<file path="config.mk">
export PLATFORM = sky130hd
export DESIGN_NAME = trakball_quad_decoder
export DESIGN_NICKNAME = d
export VERILOG_FILES = /design/src/rtl/trakball_quad_decoder.sv
export SDC_FILE = /design/constraint.sdc
export NUM_CORES = 1
export LEC_CHECK = 0
export BUFFER_PORTS_ARGS = -buffer_cell sky130_fd_sc_hd__buf_2
export CAP_MARGIN = 0
export CORE_UTILIZATION = 35
export DETAILED_ROUTE_END_ITERATION = 10
export GPL_ROUTABILITY_DRIVEN = 0
export SYNTH_ARGS = -nofsm -noshare
export SYNTH_HDL_FRONTEND = slang
export SYNTH_SLANG_ARGS = --single-unit
export TNS_END_PERCENT = 10
</file>
<file path="constraint.sdc">
create_clock -name clk_cpu_4x -period 4.82 [get_ports clk_cpu_4x]
set_clock_uncertainty 0.1 [all_clocks]
set_input_delay 0.723 -clock clk_cpu_4x [delete_from_list [all_inputs] [get_ports clk_cpu_4x]]
set_output_delay 0.723 -clock clk_cpu_4x [all_outputs]
set_load 0.01 [all_outputs]
</file>
<file path="src/rtl/trakball_quad_decoder.sv">
`default_nettype none
// ============================================================================
// Module  : trakball_quad_decoder
// Brief   : Multi-channel trakball decoder (clock/dir or 4x quadrature) with
//           sync, glitch filter, masked clear and flip-aware registered read.
// Revision: 1.0
// ============================================================================
module trakball_quad_decoder #(
    parameter int NUM_CH      = 4,
    parameter int CNT_W       = 4,
    parameter int MODE        = 0,
    parameter int SATURATE    = 0,
    parameter int SYNC_STAGES = 2,
    parameter int FILT_LEN    = 3,
    parameter int CH_AW       = 2
) (
    input  logic                      clk_cpu_4x,
    input  logic                      reset_cpu_n,
    input  logic                      clk_cpu,
    input  logic [NUM_CH-1:0]         enc_a,
    input  logic [NUM_CH-1:0]         enc_b,
    input  logic                      flip,
    input  logic                      clr_req,
    input  logic [NUM_CH-1:0]         clr_mask,
    input  logic [CH_AW-1:0]          rd_ch,
    output logic [7:0]                rd_data,
    output logic [NUM_CH*CNT_W-1:0]   cnt_o,
    output logic [NUM_CH-1:0]         dir_o
);

    localparam int c_nb    = 2 * NUM_CH;
    localparam int c_arm_n = SYNC_STAGES + FILT_LEN + 1;
    localparam int c_arm_w = $clog2(c_arm_n + 1);
    localparam int c_run_w = (FILT_LEN > 1) ? $clog2(FILT_LEN) : 1;
    localparam logic [CNT_W-1:0] c_cnt_max = CNT_W'((1 << (CNT_W - 1)) - 1);
    localparam logic [CNT_W-1:0] c_cnt_min = CNT_W'(1 << (CNT_W - 1));

    logic [SYNC_STAGES-1:0][c_nb-1:0] sync_q, sync_d;
    logic [c_nb-1:0]                  filt_q, filt_d;
    logic [c_nb-1:0][c_run_w-1:0]     run_q, run_d;
    logic [c_arm_w-1:0]               arm_q, arm_d;
    logic [NUM_CH-1:0][CNT_W-1:0]     cnt_q, cnt_d;
    logic [NUM_CH-1:0]                dir_q, dir_d;
    logic [NUM_CH-1:0]                err_q, err_d;
    logic [7:0]                       rd_data_q, rd_data_d;

    logic [c_nb-1:0]  samp;
    logic             armed;
    logic             clr_fire;
    logic [CH_AW-1:0] phys;

    assign samp     = sync_q[SYNC_STAGES-1];
    assign armed    = (arm_q == c_arm_w'(c_arm_n));
    assign clr_fire = clr_req & clk_cpu;

    always_comb begin
        sync_d    = sync_q;
        sync_d[0] = {enc_b, enc_a};
        for (int s = 1; s < SYNC_STAGES; s++) begin
            sync_d[s] = sync_q[s-1];
        end
        arm_d = armed ? arm_q : arm_q + c_arm_w'(1);
    end

    // Until armed the filter simply follows the synchroniser, so an input
    // idling high out of reset never looks like an edge.
    always_comb begin
        filt_d = filt_q;
        run_d  = '0;
        for (int i = 0; i < c_nb; i++) begin
            if (!armed || FILT_LEN == 0) begin
                filt_d[i] = samp[i];
            end else if (samp[i] != filt_q[i]) begin
                if (run_q[i] == c_run_w'(FILT_LEN - 1)) begin
                    filt_d[i] = samp[i];
                end else begin
                    run_d[i] = run_q[i] + c_run_w'(1);
                end
            end
        end
    end

    always_comb begin
        logic ev, up, bad, a_o, b_o, a_n, b_n;
        cnt_d = cnt_q;
        dir_d = dir_q;
        err_d = err_q;
        for (int c = 0; c < NUM_CH; c++) begin
            a_o = filt_q[c];
            b_o = filt_q[NUM_CH+c];
            a_n = filt_d[c];
            b_n = filt_d[NUM_CH+c];
            ev  = 1'b0;
            up  = 1'b0;
            bad = 1'b0;
            if (armed) begin
                if (MODE == 0) begin
                    ev = a_n & ~a_o;
                    up = b_n;
                end else if ({a_n, b_n} != {a_o, b_o}) begin
                    if ((a_n != a_o) && (b_n != b_o)) begin
                        bad = 1'b1;
                    end else begin
                        // {A, A^B} turns the gray sequence into a 2-bit binary count
                        ev = 1'b1;
                        up = ({a_n, a_n ^ b_n} == ({a_o, a_o ^ b_o} + 2'd1));
                    end
                end
            end
            if (clr_fire && clr_mask[c]) begin
                cnt_d[c] = '0;
                err_d[c] = 1'b0;
            end else begin
                if (bad) err_d[c] = 1'b1;
                if (ev) begin
                    dir_d[c] = up;
                    if (up) begin
                        if (!(SATURATE != 0 && cnt_q[c] == c_cnt_max))
                            cnt_d[c] = cnt_q[c] + CNT_W'(1);
                    end else begin
                        if (!(SATURATE != 0 && cnt_q[c] == c_cnt_min))
                            cnt_d[c] = cnt_q[c] - CNT_W'(1);
                    end
                end
            end
        end
    end

    always_comb begin
        phys      = rd_ch ^ (flip ? CH_AW'(NUM_CH / 2) : '0);
        rd_data_d = '0;
        for (int c = 0; c < NUM_CH; c++) begin
            if (32'(rd_ch) < NUM_CH && 32'(phys) == c) begin
                rd_data_d[7]         = dir_q[c];
                rd_data_d[6]         = err_q[c];
                rd_data_d[CNT_W-1:0] = cnt_q[c];
            end
        end
    end

    always_ff @(posedge clk_cpu_4x or negedge reset_cpu_n) begin
        if (!reset_cpu_n) begin
            sync_q    <= '0;
            filt_q    <= '0;
            run_q     <= '0;
            arm_q     <= '0;
            cnt_q     <= '0;
            dir_q     <= '0;
            err_q     <= '0;
            rd_data_q <= '0;
        end else begin
            sync_q    <= sync_d;
            filt_q    <= filt_d;
            run_q     <= run_d;
            arm_q     <= arm_d;
            cnt_q     <= cnt_d;
            dir_q     <= dir_d;
            err_q     <= err_d;
            rd_data_q <= rd_data_d;
        end
    end

    assign rd_data = rd_data_q;
    assign cnt_o   = cnt_q;
    assign dir_o   = dir_q;

endmodule
`default_nettype wire

</file>
==> After elaboration in Yosys (flattened, before gate mapping) <==
Index checks and enable logic that the tools add are counted.
{ "word_totals": {"register_bits": 73, "out_inout_bits": 28, "word_cells": 170} }
{ "classes": {"n_addsub": 17, "n_eq_ne": 20, "muxes": 81, "bitwise_logic": 14, "n_reduce_logical": 13} }
{ "ops": {"columns": ["op", "count"], "rows": [
  ["$mux 4", 16],
  ["$mux 2", 29],
  ["$mux 1", 36],
  ["$eq 2x2->1 const B", 10],
  ["$add 2x1->2 const B", 8],
  ["$add 4x1->4 const B", 4],
  ["$sub 4x1->4 const B", 4],
  ["$ne 1x1->1", 8],
  ["$not 1->1", 8],
  ["$reduce_and 2->1", 4],
  ["$reduce_bool 2->1", 4],
  ["$and 1x1->1", 5],
  ["$logic_and 1x1->1", 4],
  ["$add 3x1->3 const B", 1],
  ["$eq 3x3->1 const B", 1],
  ["$eq 2x1->1 const B", 1],
  ["$logic_not 2->1", 1],
  ["$xor 2x2->2", 1]
]} }

==> Depth between registers and ports, before layout <==
Gate-level depths: netlist of run 1.
{ "logic_depth": {"word_depth": 8, "ltp_mapped": 12} }

==> Worst setup path before layout of run 1 <==
No wires, ideal clock.
{ "synth_path": {"path_kind": "register to register", "startpoint": "reg arm_q[0]", "endpoint": "reg cnt_q (netlist bit cnt_o[15])", "setup_time_ps": 79, "t_arrival_ps": 2321, "t_required_ps": 4641, "setup_slack_ps": 2319, "path_stages_with_launch": 13, "path_buffers": 1, "path_cell_list": "dfrtp_1 > inv_1 > ha_1 > nand2_2 > buf_2 > nor2_1 > inv_1 > ha_1 > a21o_1 > a21oi_1 > or4_1 > o21ai_2 > mux2i_1"} }
{ "synth_between": {"elab_chain_len": 6} }
{ "synth_lines": {"columns": ["item", "line", "rtl"], "rows": [
  ["from (decl)", "41", "logic [c_arm_w-1:0] arm_q, arm_d;"],
  ["from (signal assigned)", "155", "arm_q <= arm_d;"],
  ["$eq 3x3->1 *", "53", "assign armed = (arm_q == c_arm_w'(c_arm_n));"],
  ["$mux 1", "71", "if (!armed || FILT_LEN == 0) begin"],
  ["$mux 1", "96", "if (armed) begin"],
  ["$mux 4", "117", "if (up) begin"],
  ["$mux 4", "115", "if (ev) begin"],
  ["$mux 4", "110", "if (clr_fire && clr_mask[c]) begin"],
  ["to (signal assigned)", "156", "cnt_q <= cnt_d;"],
  ["to (decl)", "42", "logic [NUM_CH-1:0][CNT_W-1:0] cnt_q, cnt_d;"]
]} }
Every way passes the cells marked *; elsewhere a longest branch is shown, timed or not. The select of a mux whose other input is x is not followed.
A chain may end at the register's enable or synchronous reset.

==> Final worst setup path of run 1 <==
Ends and elaborated chain as after synthesis.

==> results of run 1 <==
-- cell families after synthesis --
kind of cell    after synthesis
flops                        68
other cells                   1
mux                          21
xor+xnor                     20
fa+ha+maj                    14
simple gates                 85
buf+inv                      26
compound gates               29
-- per-layer routing --
layer,up-vias,share of wire [%]
li1,1010,-
met4,0,2.1
met3,10,4.7
met5,-,0
met1,984,49
met2,48,44
-- cells in the mapped netlist (all sizes together) --
master / count / share of area (%)
nand4bb: 4 / 1.4
buf: 11 / 1.8
nand4b: 2 / 0.55
nand2: 15 / 1.8
nor2: 25 / 3.1
xnor2: 20 / 5.7
a211oi: 4 / 0.94
inv: 15 / 1.8
and2: 1 / 0.20
o211ai: 2 / 0.47
nand3: 2 / 0.31
mux4: 5 / 3.5
or2: 2 / 0.39
ha: 10 / 3.9
nand2b: 3 / 0.59
nor2b: 5 / 1.5
conb: 1 / 0.12
a21o: 4 / 0.94
nor4: 12 / 2.4
mux2: 8 / 2.8
mux2i: 8 / 2.5
and3: 4 / 0.79
o31ai: 4 / 0.94
or4: 2 / 0.47
a21oi: 9 / 1.4
o21ai: 6 / 1.2
and4b: 2 / 0.63
nor4b: 6 / 1.7
fa: 4 / 2.5
dfrtp: 68 / 54
-- layout make-up --
type / count / area [sq um]
Clock buffer: 11 / 131
Clock inverter: 5 / 52.6
Fill cell: 836 / 5090
Inverter: 15 / 56.3
Multi-Input combinational cell: 172 / 1370
Sequential cell: 68 / 1700
Tap cell: 108 / 135
Timing Repair Buffer: 44 / 223
-- cell usage in the layout (no fill, tap or decap), drive strengths merged --
| master | synthesis | routed |
|---|---|---|
| a211oi | 4 | 4 |
| a21o | 4 | 4 |
| a21oi | 9 | 9 |
| and2 | 1 | 1 |
| and3 | 4 | 4 |
| and4b | 2 | 2 |
| buf | 11 | 44 |
| bufinv | 0 | 1 |
| clkbuf | 0 | 11 |
| clkinv | 0 | 3 |
| clkinvlp | 0 | 1 |
| conb | 1 | 3 |
| dfrtp | 68 | 68 |
| fa | 4 | 4 |
| ha | 10 | 10 |
| inv | 15 | 15 |
| mux2 | 8 | 8 |
| mux2i | 8 | 8 |
| mux4 | 5 | 5 |
| nand2 | 15 | 15 |
| nand2b | 3 | 3 |
| nand3 | 2 | 2 |
| nand4b | 2 | 2 |
| nand4bb | 4 | 4 |
| nor2 | 25 | 25 |
| nor2b | 5 | 5 |
| nor4 | 12 | 12 |
| nor4b | 6 | 6 |
| o211ai | 2 | 2 |
| o21ai | 6 | 6 |
| o31ai | 4 | 4 |
| or2 | 2 | 2 |
| or4 | 2 | 2 |
| xnor2 | 20 | 20 |
-- state kept, by name, summed over array words and instances (netlist names) --
register,cells
cnt_o,16
run_q,16
filt_q,8
samp,8
sync_d,8
rd_data,5
dir_o,4
arm_q,3
-- power by group through the flow --
stage	clock [uW]	sequential, uW	combinational [uW]
floorplan	0	962	591
global placement	0	961	823
detailed placement	0	968	852
CTS	467	959	851
global route	494	987	965
finish	451	957	844
-- through the flow --
step,utilization (%),std cells,worst slack [ns]
global placement,39.8,407,2.01
finish,41.9,423,1.89
floorplan,-,266,2.32
detailed placement,39.8,407,1.88
global route,41.9,423,1.61
CTS,41.9,423,1.87
-- path summary, 6_finish.rpt --
check / from / end / depth (start not counted)
hold reg to reg: sync_d[9] / samp[1] / 0
setup reg to reg: arm_q[0] / cnt_o[15] / 11
hold / removal: sync_d[9] / samp[1] / 0
max in group asynchronous: reset_cpu_n / arm_q[1] / 2
setup / recovery: arm_q[0] / cnt_o[15] / 11
min in group asynchronous: reset_cpu_n / cnt_o[7] / 1
==> flow_metrics.env, run 1 <==
export IMPL_status="complete, no violations"
export IMPL_worstSkewPairLatency_ns=0.34
export IMPL_cp_slowest_cell="or4_1"
export IMPL_synthesis_area_sq_um=3180
export IMPL_p_sw_uw=818
export IMPL_start_util_pct=36.3
export IMPL_use_met1_pct=18.7
export IMPL_grt_pass1_vias=2056
export IMPL_area_growth_pct=15.4
export IMPL_synth_seq_area_share_pct=53.5
export IMPL_post_drt_wl_per_cell_um=13.7
export IMPL_die_x_um=97.3
export IMPL_antenna_cells=0
export IMPL_synth_seq_cells=68
export IMPL_cts_buffers=9
export IMPL_clock_sinks=68
export IMPL_required_ns=4.99
export IMPL_ant_nets=0
export IMPL_coreArea_sq_um=8760
export IMPL_hold_viol=0
export IMPL_crit_path_max_incr_delay_ns=0.42
export IMPL_numPortBuffers=43
export IMPL_rows=34
export IMPL_finalSetupViolations=0
export IMPL_yosys_warnings=0
export IMPL_nNetsFinal=343
export IMPL_synth_adder_area_share_pct=6.45
export IMPL_met3_usage_pct=3.38
export IMPL_drive_gt1_share_pct=23.2
export IMPL_fp_dieArea_sq_um=9470
export IMPL_h_tree_depth=3
export IMPL_crit_chain="inv_1 -> ha_1 -> nand2_2 -> nor2_1 -> inv_1 -> ha_1 -> a21o_1 -> a21oi_1 -> or4_1 -> o21ai_2 -> mux2i_1"
export IMPL_drt_drc_violations_left=0
export IMPL_first_pass_iters=4
export IMPL_power_density_nw_per_um2=613
export IMPL_synthMuxAreaShare_pct=8.89
export IMPL_sw_frac_of_total_pct=36.4
export IMPL_synthSimpleGateAreaFrac_pct=15.8
export IMPL_path_clk_slew_ns=0.07
export IMPL_syn_inst=264
export IMPL_cap_violations=0
export IMPL_period_needed_ns=2.93
export IMPL_routed_wl_mm=5.80
export IMPL_syn_area_per_cell_sq_um=12.0
export IMPL_min_path_type="flip-flop to flip-flop"
export IMPL_grt_max_degree=38
export IMPL_final_period_utilization_pct=60.7
export IMPL_vias=2052
export IMPL_peakVddDrop_mv=0.147
export IMPL_ctsResizeCount=0
export IMPL_grt_usage_pct=13.7
export IMPL_reg2reg_slack_ns=1.89
export IMPL_hold_ws_ns=0.242
export IMPL_antenna_found_initial=0
export IMPL_avgViaCountPerCell=4.85
export IMPL_synth_top_family_by_area="simple AND/OR/NAND/NOR gates"
export IMPL_gr_max_usage_layer="met2"
export IMPL_ctsHoldBuffers=0
export IMPL_worst_pin_slew_ns=0.769
export IMPL_path_class="flip-flop to flip-flop"
export IMPL_met2_usage_pct=19.7
export IMPL_num_io_pins=47
export IMPL_report_power_total_uw=2250
export IMPL_rsz0062_at_grt="no"
export IMPL_intPower_uw=1430
export IMPL_fmax_mhz=342
export IMPL_clockBufferDepth=2
export IMPL_maxSlewHeadroom_pct=48.7
export IMPL_cts_tree="yes"
export IMPL_crit_buf_inv=2
export IMPL_clkPwrFrac_pct=20.0
export IMPL_cpLargestDelayFamily="simple AND/OR/NAND/NOR gates"
export IMPL_synthXorXnorAreaFrac_pct=5.74
export IMPL_clockRootBuffer="clkbuf_8"
export IMPL_seqPwrFrac_pct=42.5
export IMPL_critPathArrivalTime_ns=3.09
export IMPL_overflow=0
export IMPL_grt_pass1_wl_mm=10.0
export IMPL_cts_setup_buffers=0
export IMPL_first_iter_violations=37
export IMPL_dp_hpwl_mm=4.19
export IMPL_die_height_um=97.3
export IMPL_power_leakage_uw=0.00170
export IMPL_critPathLaunchType="flip-flop"
export IMPL_dpl_cell_area_sq_um=3490
export IMPL_fin_tns_setup_ns=0
export IMPL_p_comb_share_pct=37.5
export IMPL_stdcell_area_sq_um=3670
export IMPL_maxSlewViolCount=0
export IMPL_crit_fanout=37
export IMPL_cp_end_kind="flip-flop"
export IMPL_ys_types=37
export IMPL_synth_compound_area_share_pct=5.90
(Power assumes the default switching activity.)
==> run 2, diff against run 1 <==
==> constraint.sdc (replaced) <==
create_clock -name clk_cpu_4x -period 2.5 [get_ports clk_cpu_4x]
set_clock_uncertainty 0.1 [all_clocks]
set_input_delay 0.375 -clock clk_cpu_4x [delete_from_list [all_inputs] [get_ports clk_cpu_4x]]
set_output_delay 0.375 -clock clk_cpu_4x [all_outputs]
set_load 0.01 [all_outputs]
==> flow_metrics.env, run 2 (same netlist as run 1, synthesis figures left out) <==
export IMPL_first_pass_iters=4
export IMPL_worst_pin_slew_ns=0.520
export IMPL_die_height_um=97.3
export IMPL_final_cell_mix="dfrtp_1 (68), buf_2 (43), nor2_1 (21)"
export IMPL_crit_fanout=10
export IMPL_h_tree_depth=3
export IMPL_wl_met1_mm=2.74
export IMPL_layoutNonFillerInstCount=428
export IMPL_worstHoldStart="enc_a[0]"
export IMPL_dr_wl_met2_mm=2.62
export IMPL_fp_dieArea_sq_um=9470
export IMPL_worstSkewPairLatency_ns=0.34
export IMPL_coreArea_sq_um=8760
export IMPL_routed_wl_mm=5.80
export IMPL_hold_ws_ns=0.0322
export IMPL_period_needed_ns=2.34
export IMPL_critPathArrivalTime_ns=2.52
export IMPL_cap_violations=0
export IMPL_dp_hpwl_mm=4.15
export IMPL_path_class="flip-flop to flip-flop"
export IMPL_final_util_pct=43.2
export IMPL_power_leakage_uw=0.00175
export IMPL_finalSetupViolations=0
export IMPL_wl_met3_um=338
export IMPL_r2r_end="cnt_o[15]"
export IMPL_cts_buffers=9
export IMPL_status="complete, no violations"
export IMPL_p_comb_share_pct=37.6
export IMPL_intPower_uw=2910
export IMPL_first_iter_violations=71
export IMPL_drive_gt1_share_pct=26.6
export IMPL_start_util_pct=36.3
export IMPL_hold_depth=1
export IMPL_die_x_um=97.3
export IMPL_cp_end_kind="flip-flop"
export IMPL_report_power_total_uw=4530
export IMPL_drt_drc_violations_left=0
export IMPL_clock_sinks=68
export IMPL_fillCellCount=830
export IMPL_hold_viol=0
export IMPL_top_layer_used="met4"
export IMPL_post_drt_wl_per_cell_um=13.5
export IMPL_layout_commonest_cell="dfrtp_1"
export IMPL_r2r_start="arm_q[0]"
export IMPL_ant_nets=0
export IMPL_reg2reg_slack_ns=0.16
export IMPL_critPathLaunchType="flip-flop"
export IMPL_nNetsFinal=348
export IMPL_clkPwrFrac_pct=21.5
export IMPL_required_ns=2.68
export IMPL_clockBufferDepth=2
export IMPL_rows=34
export IMPL_maxSlewViolCount=0
export IMPL_grt_pass1_wl_mm=10.0
export IMPL_grt_usage_pct=13.6
export IMPL_placedCellCount=411
export IMPL_reg2regPathDepth=11
export IMPL_numPortBuffers=43
export IMPL_final_period_utilization_pct=93.5
export IMPL_overflow=0
export IMPL_num_io_pins=47
export IMPL_path_clk_slew_ns=0.08
export IMPL_maxSlewHeadroom_pct=65.2
export IMPL_antenna_cells=0
export IMPL_fmax_mhz=428
export IMPL_antenna_found_initial=0
export IMPL_p_sw_uw=1620
export IMPL_area_growth_pct=19.0
export IMPL_dpl_cell_area_sq_um=3530
export IMPL_clockRootBuffer="clkbuf_8"
export IMPL_cts_tree="yes"
export IMPL_vias=2116
export IMPL_peakVddDrop_mv=0.384
export IMPL_grt_max_degree=69
export IMPL_power_density_nw_per_um2=1200
export IMPL_avgViaCountPerCell=4.94
export IMPL_min_path_type="input port to flip-flop"
export IMPL_worstHoldEndpoint="sync_d[8]"
export IMPL_sw_frac_of_total_pct=35.8
export IMPL_stdcell_area_sq_um=3780
export IMPL_rsz0062_at_grt="no"
export IMPL_grt_pass1_vias=2048
export IMPL_seqPwrFrac_pct=40.8
export IMPL_cts_setup_buffers=0
## run 2: per-stage QoR
stage	TNS [ns]	worst slack, ns
detailed placement	0	0.0901
finish	0	0.162
global route	0	0.00757
floorplan	-0.00114	-0.000572
global placement	0	0.129
CTS	0	0.0684
## run 2: worst max path at each step
| stage | end | cells after the start | startpoint | slack [ns] |
|---|---|---|---|---|
| after detailed placement | cnt_o[7] | 11 | arm_q[0] | 0.09 |
| after floorplan | cnt_o[15] | 12 | arm_q[0] | -0.0006 |
| after CTS | cnt_o[7] | 11 | arm_q[0] | 0.07 |
| after global placement | cnt_o[3] | 11 | arm_q[0] | 0.13 |
| after global routing | cnt_o[15] | 11 | arm_q[0] | 0.008 |
| final | cnt_o[15] | 11 | arm_q[0] | 0.16 |
## run 2: layout make-up
type | count | area (sq um) | area share (%)
flip-flops and latches | 68 | 1700 | 45.0
multi-input cells | 172 | 1400 | 37.0
repair buffers | 49 | 275 | 7.28
well taps | 108 | 135 | 3.57
clock buffers | 9 | 124 | 3.27
clock inverters | 7 | 91.3 | 2.41
inverters | 15 | 56.3 | 1.49
## run 2: metal layers
metal,up-vias,global-route usage (%)
met3,11,5.25
met4,0,5.43
li1,1027,-
met1,1024,17.7
met5,-,0
met2,54,20.4
## run 2: timing repair
action | CTS | global route
resized for setup | 0 | 8
endpoints found under the setup margin | 0 | 4
hold endpoints to repair | 68 | 0
hold buffers | 1 | 0
## run 2: critical path: stages, from the launching register on
cell	delay [ns]
dfrtp_1	0.41
inv_1	0.07
ha_2	0.21
nand2_4	0.11
nor2_2	0.14
inv_1	0.08
ha_1	0.28
a21o_1	0.11
a21oi_1	0.08
or4_1	0.42
o21ai_2	0.08
mux2i_1	0.18
## run 2: power groups by stage
stage	clock network (uW)	logic, uW	registers (uW)
2_1_floorplan	0	1140	1860
3_3_place_gp	0	1630	1850
3_5_place_dp	0	1670	1870
4_1_cts	1020	1690	1850
5_1_grt	1070	1930	1900
6_report	977	1710	1850
